--- config.mk ---
export PLATFORM = sky130hd
export DESIGN_NAME = fc_layer_engine
export DESIGN_NICKNAME = d
export VERILOG_FILES = /design/src/rtl/fc_pkg.sv /design/src/rtl/fc_mac_lane.sv /design/src/rtl/fc_layer_engine.sv
export SDC_FILE = /design/constraint.sdc
export NUM_CORES = 2
export LEC_CHECK = 0
export ABC_AREA = 0
export BUFFER_PORTS_ARGS = -buffer_cell sky130_fd_sc_hd__buf_2
export CAP_MARGIN = 15
export CORE_UTILIZATION = 45
export CTS_CLUSTER_SIZE = 14
export DETAILED_ROUTE_END_ITERATION = 8
export SYNTH_ARGS = -nofsm -noshare
export SYNTH_HDL_FRONTEND = slang
export SYNTH_SLANG_ARGS = --single-unit
--- constraint.sdc ---
create_clock -name clk -period 8.6 [get_ports clk]
set_clock_uncertainty 0.05 [all_clocks]
set_input_delay 1.72 -clock clk [delete_from_list [all_inputs] [get_ports clk]]
set_output_delay 1.72 -clock clk [all_outputs]
set_load 0.02 [all_outputs]
--- src/rtl/fc_pkg.sv ---
`default_nettype none
// ============================================================================
//  Module      : fc_pkg
//  Description : Shared state/tag encodings and default widths for the
//                fully-connected layer engine.
//  Revision    : 1.0 - initial release
// ============================================================================
package fc_pkg;

    localparam int C_NUM_CORE = 8;
    localparam int C_IN_DW    = 8;
    localparam int C_ACC_DW   = 32;
    localparam int C_AWIDTH   = 12;
    localparam int C_CNT_BIT  = 16;
    localparam int C_RD_LAT   = 1;

    localparam logic [2:0] C_ST_IDLE  = 3'd0;
    localparam logic [2:0] C_ST_BIAS  = 3'd1;
    localparam logic [2:0] C_ST_RUN   = 3'd2;
    localparam logic [2:0] C_ST_DRAIN = 3'd3;
    localparam logic [2:0] C_ST_WRITE = 3'd4;
    localparam logic [2:0] C_ST_DONE  = 3'd5;

    typedef enum logic [2:0] {
        ST_IDLE  = C_ST_IDLE,
        ST_BIAS  = C_ST_BIAS,
        ST_RUN   = C_ST_RUN,
        ST_DRAIN = C_ST_DRAIN,
        ST_WRITE = C_ST_WRITE,
        ST_DONE  = C_ST_DONE
    } state_t;

    localparam logic [1:0] C_TAG_NONE = 2'd0;
    localparam logic [1:0] C_TAG_BIAS = 2'd1;
    localparam logic [1:0] C_TAG_DATA = 2'd2;

    typedef enum logic [1:0] {
        TAG_NONE = C_TAG_NONE,
        TAG_BIAS = C_TAG_BIAS,
        TAG_DATA = C_TAG_DATA
    } tag_t;

endpackage
`default_nettype wire

--- src/rtl/fc_mac_lane.sv ---
`default_nettype none
// ============================================================================
//  Module      : fc_mac_lane
//  Description : One output neuron: bias preload, unsigned-node x signed-weight
//                multiply-accumulate (modular), optional ReLU on the result.
//  Revision    : 1.0 - initial release
// ============================================================================
module fc_mac_lane #(
    parameter int IN_DW  = 8,
    parameter int ACC_DW = 32
) (
    input  logic              clk,
    input  logic              reset_n,
    input  logic              clear,
    input  logic              load_bias,
    input  logic              acc_en,
    input  logic [IN_DW-1:0]  node,
    input  logic [IN_DW-1:0]  wegt,
    input  logic [IN_DW-1:0]  bias,
    input  logic              relu,
    output logic [ACC_DW-1:0] result
);

    logic [2*IN_DW:0]  w_node_x;
    logic [2*IN_DW:0]  w_wegt_x;
    logic [2*IN_DW:0]  w_prod;
    logic [ACC_DW-1:0] w_prod_ext;
    logic [ACC_DW-1:0] w_bias_ext;
    logic [ACC_DW-1:0] r_acc;

    // Both operands widened to the full product width so the truncated
    // two's-complement multiply yields the exact signed product.
    assign w_node_x   = {{(IN_DW+1){1'b0}}, node};
    assign w_wegt_x   = {{(IN_DW+1){wegt[IN_DW-1]}}, wegt};
    assign w_prod     = w_node_x * w_wegt_x;
    assign w_prod_ext = {{(ACC_DW-2*IN_DW-1){w_prod[2*IN_DW]}}, w_prod};
    assign w_bias_ext = {{(ACC_DW-IN_DW){bias[IN_DW-1]}}, bias};

    always_ff @(posedge clk or negedge reset_n) begin
        if (!reset_n) begin
            r_acc <= '0;
        end else if (clear) begin
            r_acc <= '0;
        end else if (load_bias) begin
            r_acc <= w_bias_ext;
        end else if (acc_en) begin
            r_acc <= r_acc + w_prod_ext;
        end
    end

    assign result = (relu && r_acc[ACC_DW-1]) ? '0 : r_acc;

endmodule
`default_nettype wire

--- src/rtl/fc_layer_engine.sv ---
`default_nettype none
// ============================================================================
//  Module      : fc_layer_engine
//  Description : FSM, read sequencing, read-valid tag pipeline and BRAM
//                interface feeding NUM_CORE MAC lanes of a dense layer.
//  Revision    : 1.0 - initial release
// ============================================================================
module fc_layer_engine
    import fc_pkg::*;
#(
    parameter int NUM_CORE = C_NUM_CORE,
    parameter int IN_DW    = C_IN_DW,
    parameter int ACC_DW   = C_ACC_DW,
    parameter int AWIDTH   = C_AWIDTH,
    parameter int CNT_BIT  = C_CNT_BIT,
    parameter int RD_LAT   = C_RD_LAT
) (
    input  logic                       clk,
    input  logic                       reset_n,
    input  logic                       i_run,
    input  logic [CNT_BIT-1:0]         i_num_in,
    input  logic [AWIDTH-1:0]          i_w_base,
    input  logic [AWIDTH-1:0]          i_out_addr,
    input  logic                       i_relu,
    output logic                       o_idle,
    output logic                       o_busy,
    output logic                       o_done,
    output logic [AWIDTH-1:0]          addr_n,
    output logic                       ce_n,
    input  logic [IN_DW-1:0]           q_n,
    output logic [AWIDTH-1:0]          addr_w,
    output logic                       ce_w,
    input  logic [NUM_CORE*IN_DW-1:0]  q_w,
    output logic [AWIDTH-1:0]          addr_b,
    output logic                       ce_b,
    input  logic [NUM_CORE*IN_DW-1:0]  q_b,
    output logic [AWIDTH-1:0]          addr_r,
    output logic                       ce_r,
    output logic                       we_r,
    output logic [NUM_CORE*ACC_DW-1:0] d_r,
    output logic [NUM_CORE*ACC_DW-1:0] o_result
);

    localparam logic [CNT_BIT-1:0] C_ONE        = CNT_BIT'(1);
    localparam logic [CNT_BIT-1:0] C_DRAIN_INIT = CNT_BIT'(RD_LAT - 1);

    state_t                     r_state;
    state_t                     w_next;
    tag_t                       w_issue;
    tag_t                       r_tag [RD_LAT];
    tag_t                       w_ret_tag;
    logic [CNT_BIT-1:0]         r_cnt;
    logic [CNT_BIT-1:0]         r_num;
    logic [AWIDTH-1:0]          r_w_base;
    logic [AWIDTH-1:0]          r_out_addr;
    logic                       r_relu;
    logic [AWIDTH-1:0]          w_k;
    logic                       w_run_last;
    logic                       w_start;
    logic [NUM_CORE*ACC_DW-1:0] w_results;

    assign w_k        = AWIDTH'(r_cnt);
    assign w_run_last = (r_cnt == (r_num - C_ONE));
    assign w_start    = (r_state == ST_IDLE) && i_run;
    assign w_ret_tag  = r_tag[RD_LAT-1];

    always_ff @(posedge clk or negedge reset_n) begin
        if (!reset_n) begin
            r_state <= ST_IDLE;
        end else begin
            r_state <= w_next;
        end
    end

    always_comb begin
        w_next  = r_state;
        w_issue = TAG_NONE;
        ce_n    = 1'b0;
        ce_w    = 1'b0;
        ce_b    = 1'b0;
        ce_r    = 1'b0;
        we_r    = 1'b0;
        addr_n  = '0;
        addr_w  = '0;
        addr_b  = '0;
        addr_r  = '0;
        o_idle  = 1'b0;
        o_busy  = 1'b1;
        o_done  = 1'b0;
        case (r_state)
            ST_IDLE: begin
                o_idle = 1'b1;
                o_busy = 1'b0;
                if (i_run) w_next = ST_BIAS;
            end
            ST_BIAS: begin
                ce_b    = 1'b1;
                addr_b  = r_out_addr;
                w_issue = TAG_BIAS;
                w_next  = (r_num == '0) ? ST_DRAIN : ST_RUN;
            end
            ST_RUN: begin
                ce_n    = 1'b1;
                ce_w    = 1'b1;
                addr_n  = w_k;
                addr_w  = r_w_base + w_k;
                w_issue = TAG_DATA;
                if (w_run_last) w_next = ST_DRAIN;
            end
            ST_DRAIN: begin
                if (r_cnt == '0) w_next = ST_WRITE;
            end
            ST_WRITE: begin
                ce_r   = 1'b1;
                we_r   = 1'b1;
                addr_r = r_out_addr;
                w_next = ST_DONE;
            end
            ST_DONE: begin
                o_busy = 1'b0;
                o_done = 1'b1;
                w_next = ST_IDLE;
            end
            default: w_next = ST_IDLE;
        endcase
    end

    // r_cnt is the read index k in RUN and the drain down-counter in DRAIN.
    always_ff @(posedge clk or negedge reset_n) begin
        if (!reset_n) begin
            r_cnt      <= '0;
            r_num      <= '0;
            r_w_base   <= '0;
            r_out_addr <= '0;
            r_relu     <= 1'b0;
        end else begin
            case (r_state)
                ST_IDLE: begin
                    r_cnt <= '0;
                    if (i_run) begin
                        r_num      <= i_num_in;
                        r_w_base   <= i_w_base;
                        r_out_addr <= i_out_addr;
                        r_relu     <= i_relu;
                    end
                end
                ST_BIAS:  r_cnt <= (r_num == '0) ? C_DRAIN_INIT : '0;
                ST_RUN:   r_cnt <= w_run_last ? C_DRAIN_INIT : (r_cnt + C_ONE);
                ST_DRAIN: if (r_cnt != '0) r_cnt <= r_cnt - C_ONE;
                default:  r_cnt <= '0;
            endcase
        end
    end

    always_ff @(posedge clk or negedge reset_n) begin
        if (!reset_n) begin
            for (int i = 0; i < RD_LAT; i++) r_tag[i] <= TAG_NONE;
        end else begin
            r_tag[0] <= w_issue;
            for (int i = 1; i < RD_LAT; i++) r_tag[i] <= r_tag[i-1];
        end
    end

    generate
        for (genvar gi = 0; gi < NUM_CORE; gi++) begin : g_lane
            fc_mac_lane #(
                .IN_DW  (IN_DW),
                .ACC_DW (ACC_DW)
            ) u_lane (
                .clk       (clk),
                .reset_n   (reset_n),
                .clear     (w_start),
                .load_bias (w_ret_tag == TAG_BIAS),
                .acc_en    (w_ret_tag == TAG_DATA),
                .node      (q_n),
                .wegt      (q_w[gi*IN_DW +: IN_DW]),
                .bias      (q_b[gi*IN_DW +: IN_DW]),
                .relu      (r_relu),
                .result    (w_results[gi*ACC_DW +: ACC_DW])
            );
        end
    endgenerate

    assign d_r = (r_state == ST_WRITE) ? w_results : '0;

    always_ff @(posedge clk or negedge reset_n) begin
        if (!reset_n) begin
            o_result <= '0;
        end else if (r_state == ST_WRITE) begin
            o_result <= w_results;
        end
    end

endmodule
`default_nettype wire
**After elaboration in Yosys (flattened, before gate mapping)**

Index checks and enable logic that the tools add are counted.

- Bits in writable memories: 0
- Memories: 0
- Bits in latches: 0
- Word-level logic and storage cells: 117
- Bits in read-only memories: 0
- Register bits: 574
- Bits of input ports: 180
- Output and inout bits: 568

- Add/subtract/negate cells: 12
- Magnitude comparators: 0
- Bitwise gates (word level): 0
- Divide/modulo/power cells: 0
- Multiplexer cells: 52
- Reductions and logical operators: 17
- $mul: 8
- Shift-type cells: 0
- Eq/ne operators: 12

Operators with widths:

| cell | count |
|---|---|
| 32-bit 2-to-1 mux | 32 |
| 32-bit adder | 8 |
| 256-bit 2-to-1 mux | 1 |
| 9-bit by 8-bit multiplier with 17-bit output | 8 |
| 12-bit 2-to-1 mux | 4 |
| 16-bit logical NOT | 2 |
| 16-bit 2-to-1 mux | 2 |
| 16-bit case mux with 2 select lines | 1 |
| 16-bit by 1-bit subtractor with 16-bit output, second input constant | 2 |
| 16-bit by 1-bit adder with 16-bit output, second input constant | 1 |
| 16-bit equality test | 1 |
| 16-bit nonzero test | 1 |
| 3-bit case mux with 5 select lines | 1 |
| 12-bit adder | 1 |
| 1-bit logical AND | 9 |
| 3-bit 2-to-1 mux | 3 |
| 2-bit != test, second input constant | 4 |
| 1-bit 2-to-1 mux | 7 |
| 3-bit by 2-bit equality test with 1-bit output, second input constant | 2 |
| 3-bit equality test, second input constant | 2 |
| 2-bit case mux with 2 select lines | 1 |
| 3-bit by 1-bit equality test with 1-bit output, second input constant | 1 |
| 3-bit logical NOT | 1 |
| 3-bit AND reduction | 1 |
| 5 further kinds | 5 |

**Longest topological paths before layout**

- Depth in word-level cells: 5
- Gate-level depth with buffers: 33
- Mapped depth without buffers: 31

**Modules after synthesis**

From an unflattened synthesis, not the netlist that was laid out.

- Cell total of the unflattened synthesis: 6665
- Area, all modules: 58137.0 um^2

By module, submodules not included:

| module | seq. area each (um^2) | area an instance (um^2) | cells an instance | times used |
|---|---|---|---|---|
| fc_mac_lane (g_lane[3].u_lane ...) | 800.8 | 5370.2 | 656 | 4 |
| fc_layer_engine | 7957.6 | 14692.8 | 1329 | 1 |
| fc_mac_lane (g_lane[0].u_lane ...) | 800.8 | 5436.5 | 670 | 2 |
| fc_mac_lane (g_lane[7].u_lane) | 800.8 | 5549.1 | 676 | 1 |
| fc_mac_lane (g_lane[2].u_lane) | 800.8 | 5541.6 | 696 | 1 |

**Worst setup path after synthesis**

No wires, ideal clock.

- Kind: input-to-reg
- From: input q_n[7]
- To: register g_lane[7].u_lane.r_acc[31]
- Arrival: 9.200 ns
- Path slack: -0.779 ns
- Library setup time: 0.128 ns
- Buffers on the path: 2
- Stages: 29
- Data required time: 8.422 ns
- Path through: clkbuf_1 clkbuf_1 nand2_1 fa_1 fa_1 inv_1 fa_1 inv_1 fa_1 inv_1 ha_1 nand2_1 o21ai_0 nor4_1 or4_1 nand4_1 o211ai_1 xnor2_1 ha_1 a21o_1 a21o_1 a21o_1 o21a_1 a31o_2 or4b_2 a31oi_1 xnor2_1 o21ai_0 o2bb2ai_1

- Cells in the longest elaborated chain, start to end: 5

RTL lines:

| element | line | text |
|---|---|---|
| start: declaration | fc_layer_engine.sv:30 | `input logic [IN_DW-1:0] q_n,` |
| 9-bit by 8-bit multiplier with 17-bit output | fc_mac_lane.sv:35 | `assign w_prod = w_node_x * w_wegt_x;` |
| 32-bit adder | fc_mac_lane.sv:47 | `r_acc <= r_acc + w_prod_ext;` |
| 32-bit 2-to-1 mux | fc_mac_lane.sv:46 | `end else if (acc_en) begin` |
| 32-bit 2-to-1 mux | fc_mac_lane.sv:44 | `end else if (load_bias) begin` |
| 32-bit 2-to-1 mux | fc_mac_lane.sv:42 | `end else if (clear) begin` |
| end signal: assignment | fc_mac_lane.sv:45 | `r_acc <= w_bias_ext;` |
| end signal: assignment | fc_mac_lane.sv:47 |  |
| end: declaration | fc_mac_lane.sv:29 | `logic [ACC_DW-1:0] r_acc;` |

Every way passes these cells. The select of a mux whose other input is x is not followed.
A chain may end at the register's enable or synchronous reset.

**Worst setup path in the final report**

- From: input q_n[5]
- To: register g_lane[7].u_lane.r_acc[31]

Same word-level chain as after synthesis.

==> results by group <==
STA
  – Period utilisation layout: 0.9540
  – RSZ-0062 raised after global routing: false
  – Worst-margin pin slew: 1.113 ns
  – Setup-failing EPs final: 0
  – Final min period: 8.204 ns
  – Slew Limit Fails: 0
  – Max Freq: 121.9 MHz
  – Hold Fails Final Rpt: 0
  – Slew margin rel.: 0.2561
  – Final hold slack: 0.4173 ns

Routing
  – Post-route ant nets: 0
  – Per-cell routed wire length: 18.08 um
  – # DRC: 0
  – Post-DR vias/cell: 5.329
  – Drt total wl: between 150 and 200 mm
  – Drt first-iter violations: 2,598
  – Vias: 46,570
  – 1st-pass router iterations: 7

Pwr
  – Total leakage power: 0.03593 uW
  – Worst ir drop on vdd: between 0.0002 and 0.00025 V
  – Pwr/cell area: roughly 390 nW/um^2

Flow run
  – MaxCap Viol Count: 0

Layout
  – Leading cell type in the layout, fill and taps excluded: buf_2
  – NumNets Final: 8,162
  – Fin area: roughly 64,000 um^2
  – Fillers: around 11,000
  – Most frequent cells in the layout: 745 x buf_2, 701 x nand2_1, 630 x ha_1
  – Area grow syn2layout: 17.58%
  – Final core utilization: 0.5326
  – Share of post-route cells with drive strength above 1: 0.1652

CTS
  – Reg clk slew, reported paths: 0.06 ns
  – H-tree level count: 3
  – Clock Tree Buf Depth: 3
  – Cts bufs inserted: 71
  – CTS Sinks: roughly 570
  – Root Buffer: clkbuf_16
  – TritonCTS clock tree: done
  – Worst-Skew Late Latency: 0.66 ns
  – Hold Buf Count CTS: 0

Synth
  – Syn Std Cell Area: 54,270 um^2
  – Sequential area share after synthesis: 0.2647
  – Synth async-reset ratio: 1.000
  – Synth warnings: 0
  – Cell variety after synth: 81
  – Number of synthesized flops with an enable pin: 0
  – Synth Net Count: approximately 7,300
  – Yosys reg bits: 574
  – Mapped Cells: between 6,000 and 7,000
  – Main flop type after synthesis: dfrtp_1
  – Avg Cell Area, Syn: 8.725 um^2

Placed design
  – # port buffers: 747
  – Dpl hpwl: 122.9 mm
  – Placer Congestion: around 0.90
  – Placed Area: 61,230 um^2

Setup path
  – WS Path Type: in2reg
  – Crit end category: flip-flop
  – Data required time of the worst path: 9.06 ns
  – CP max-delay cell: or4b_2
  – Worst Setup Start Kind: primary input
  – CP peak stage delay: 0.63 ns
  – Critical Path Most Common Cell: fa_1
  – Maximum fanout along the worst path: 9
  – Worst Path Arrival: roughly 8.7 ns

Global routing
  – Number of global-route vias before repair: 46,170
  – Largest net degree at the start of global routing: 138
  – Initial antenna violation count: between 60 and 70
  – Total track usage: 0.2559
  – Total global routing overflow: 0
  – First-pass GRT wire length: approximately 250 mm

Floorplan
  – Initial core utilization: 0.4530
  – Die Area: approximately 120,000 um^2
  – Row cnt: 127
  – IO Count: 748
  – Die X-Extent: 349.3 um
  – Die Y: 349.3 um
  – Core Footprint: roughly 120,000 um^2

Min path
  – Hold crit path type: reg2reg

Run status
  – Outcome: finished, final reports clean
final cells by class:
class / count / area, um^2 / area share
Sequential cell: 574 / 14370 / 0.2251
Clock buffer: 102 / 2063 / 0.03233
Clock inverter: 22 / 385.4 / 0.006039
Antenna cell: 31 / 77.57 / 0.001216
Multi-Input combinational cell: 4851 / 37050 / 0.5807
Tap cell: 1612 / 2017 / 0.03161
Timing Repair Buffer: 1003 / 5804 / 0.09096
Inverter: 544 / 2043 / 0.03202
state kept, by name (all words and copies together) (netlist names):
register             cells
r_state                  3
r_out_addr              12
o_result               256
r_num                   16
g_lane.u_lane.r_acc    256
r_tag                    2
r_w_base                12
r_relu                   1
r_cnt                   16
worst paths after layout:
kind	from	endpoint	slack, ns	cells past startpoint
min reg2reg	o_result[30]	o_result[30]	0.42	1
max reg2reg	r_tag[0]	g_lane[1].u_lane.r_acc[26]	4.46	7
min	o_result[30]	o_result[30]	0.42	1
min in group asynchronous	reset_n	r_w_base[8]	1.06	1
max	q_n[5]	g_lane[7].u_lane.r_acc[31]	0.40	29
max in group asynchronous	reset_n	g_lane[7].u_lane.r_acc[26]	5.88	2
Yosys cell counts, types with 14 or more instances:
master | instances | share of area
a211oi_1 | 40 | 0.0055
nand3_1 | 59 | 0.0054
dfrtp_1 | 574 | 0.26
or3_1 | 32 | 0.0037
xnor2_1 | 239 | 0.039
o21bai_1 | 58 | 0.0080
nand4_1 | 31 | 0.0036
clkbuf_1 | 226 | 0.016
nor4_1 | 16 | 0.0018
o41ai_1 | 14 | 0.0023
a21oi_1 | 376 | 0.035
nand2_1 | 703 | 0.049
a31oi_1 | 34 | 0.0039
xor2_1 | 94 | 0.015
o21a_1 | 40 | 0.0055
and2_1 | 615 | 0.071
a21o_1 | 388 | 0.054
buf_1 | 19 | 0.0013
ha_1 | 632 | 0.15
nor3_1 | 77 | 0.0071
inv_1 | 543 | 0.038
mux2i_1 | 25 | 0.0046
o21ai_0 | 340 | 0.031
nor2_1 | 367 | 0.025
fa_1 | 305 | 0.11
and3_1 | 51 | 0.0059
nand2b_1 | 53 | 0.0061
nor2b_1 | 21 | 0.0024
o211ai_1 | 51 | 0.0071
metal layers:
layer  part of all wire  global-route usage  routed length, um
met5             0.0019                   0                299
met1               0.44              0.3301              68770
met2               0.48              0.4289              75240
met3              0.057             0.04780               9079
met4              0.029             0.08566               4596
logic make-up (layout without fill, tap and decap cells):
group,after synthesis,count (layout),share of synthesized area
other,0,31,0
multiplexers,28,28,0.005233
AO/OA/AOI/OAI,1484,1484,0.1752
AND/OR/NAND/NOR,2069,2069,0.1877
adder cells (fa/ha/maj),937,937,0.2582
XOR/XNOR,333,333,0.05374
flip-flops,574,574,0.2647
buffers and inverters,795,1671,0.05526
through the flow:
| step | std cells | total power (uW) | setup WS [ns] | TNS (ns) |
|---|---|---|---|---|
| 2_1_floorplan | 6220 | 17150 | -0.1827 | -0.1827 |
| 3_3_place_gp | 8580 | 21240 | -0.2584 | -1.125 |
| 3_5_place_dp | 8580 | 21450 | -0.3386 | -2.747 |
| 4_1_cts | 8704 | 24800 | 0.3529 | 0 |
| 5_1_grt | 8727 | 27230 | 0.02674 | 0 |
| 6_report | 8739 | 24700 | 0.3959 | 0 |
what timing repair did:
action                                  in CTS  in global routing
resized for setup                            0                  1
endpoints found under the setup margin       0                  2
setup buffers                                0                  1
report_power, final:
part	internal [uW]	leakage [uW]	switching, uW
clock network	1870	0.00119	1300
logic	7510	0.0273	9450
registers	3670	0.00743	913
critical path, delay by kind of cell:
kind | cells | cell delay (ns)
AO/OA/AOI/OAI | 10 | 1.89
XOR/XNOR | 2 | 0.45
adder cells (fa/ha/maj) | 6 | 2.47
buffers and inverters | 5 | 0.57
AND/OR/NAND/NOR | 6 | 1.55
Power figures use the tool's default switching activity.
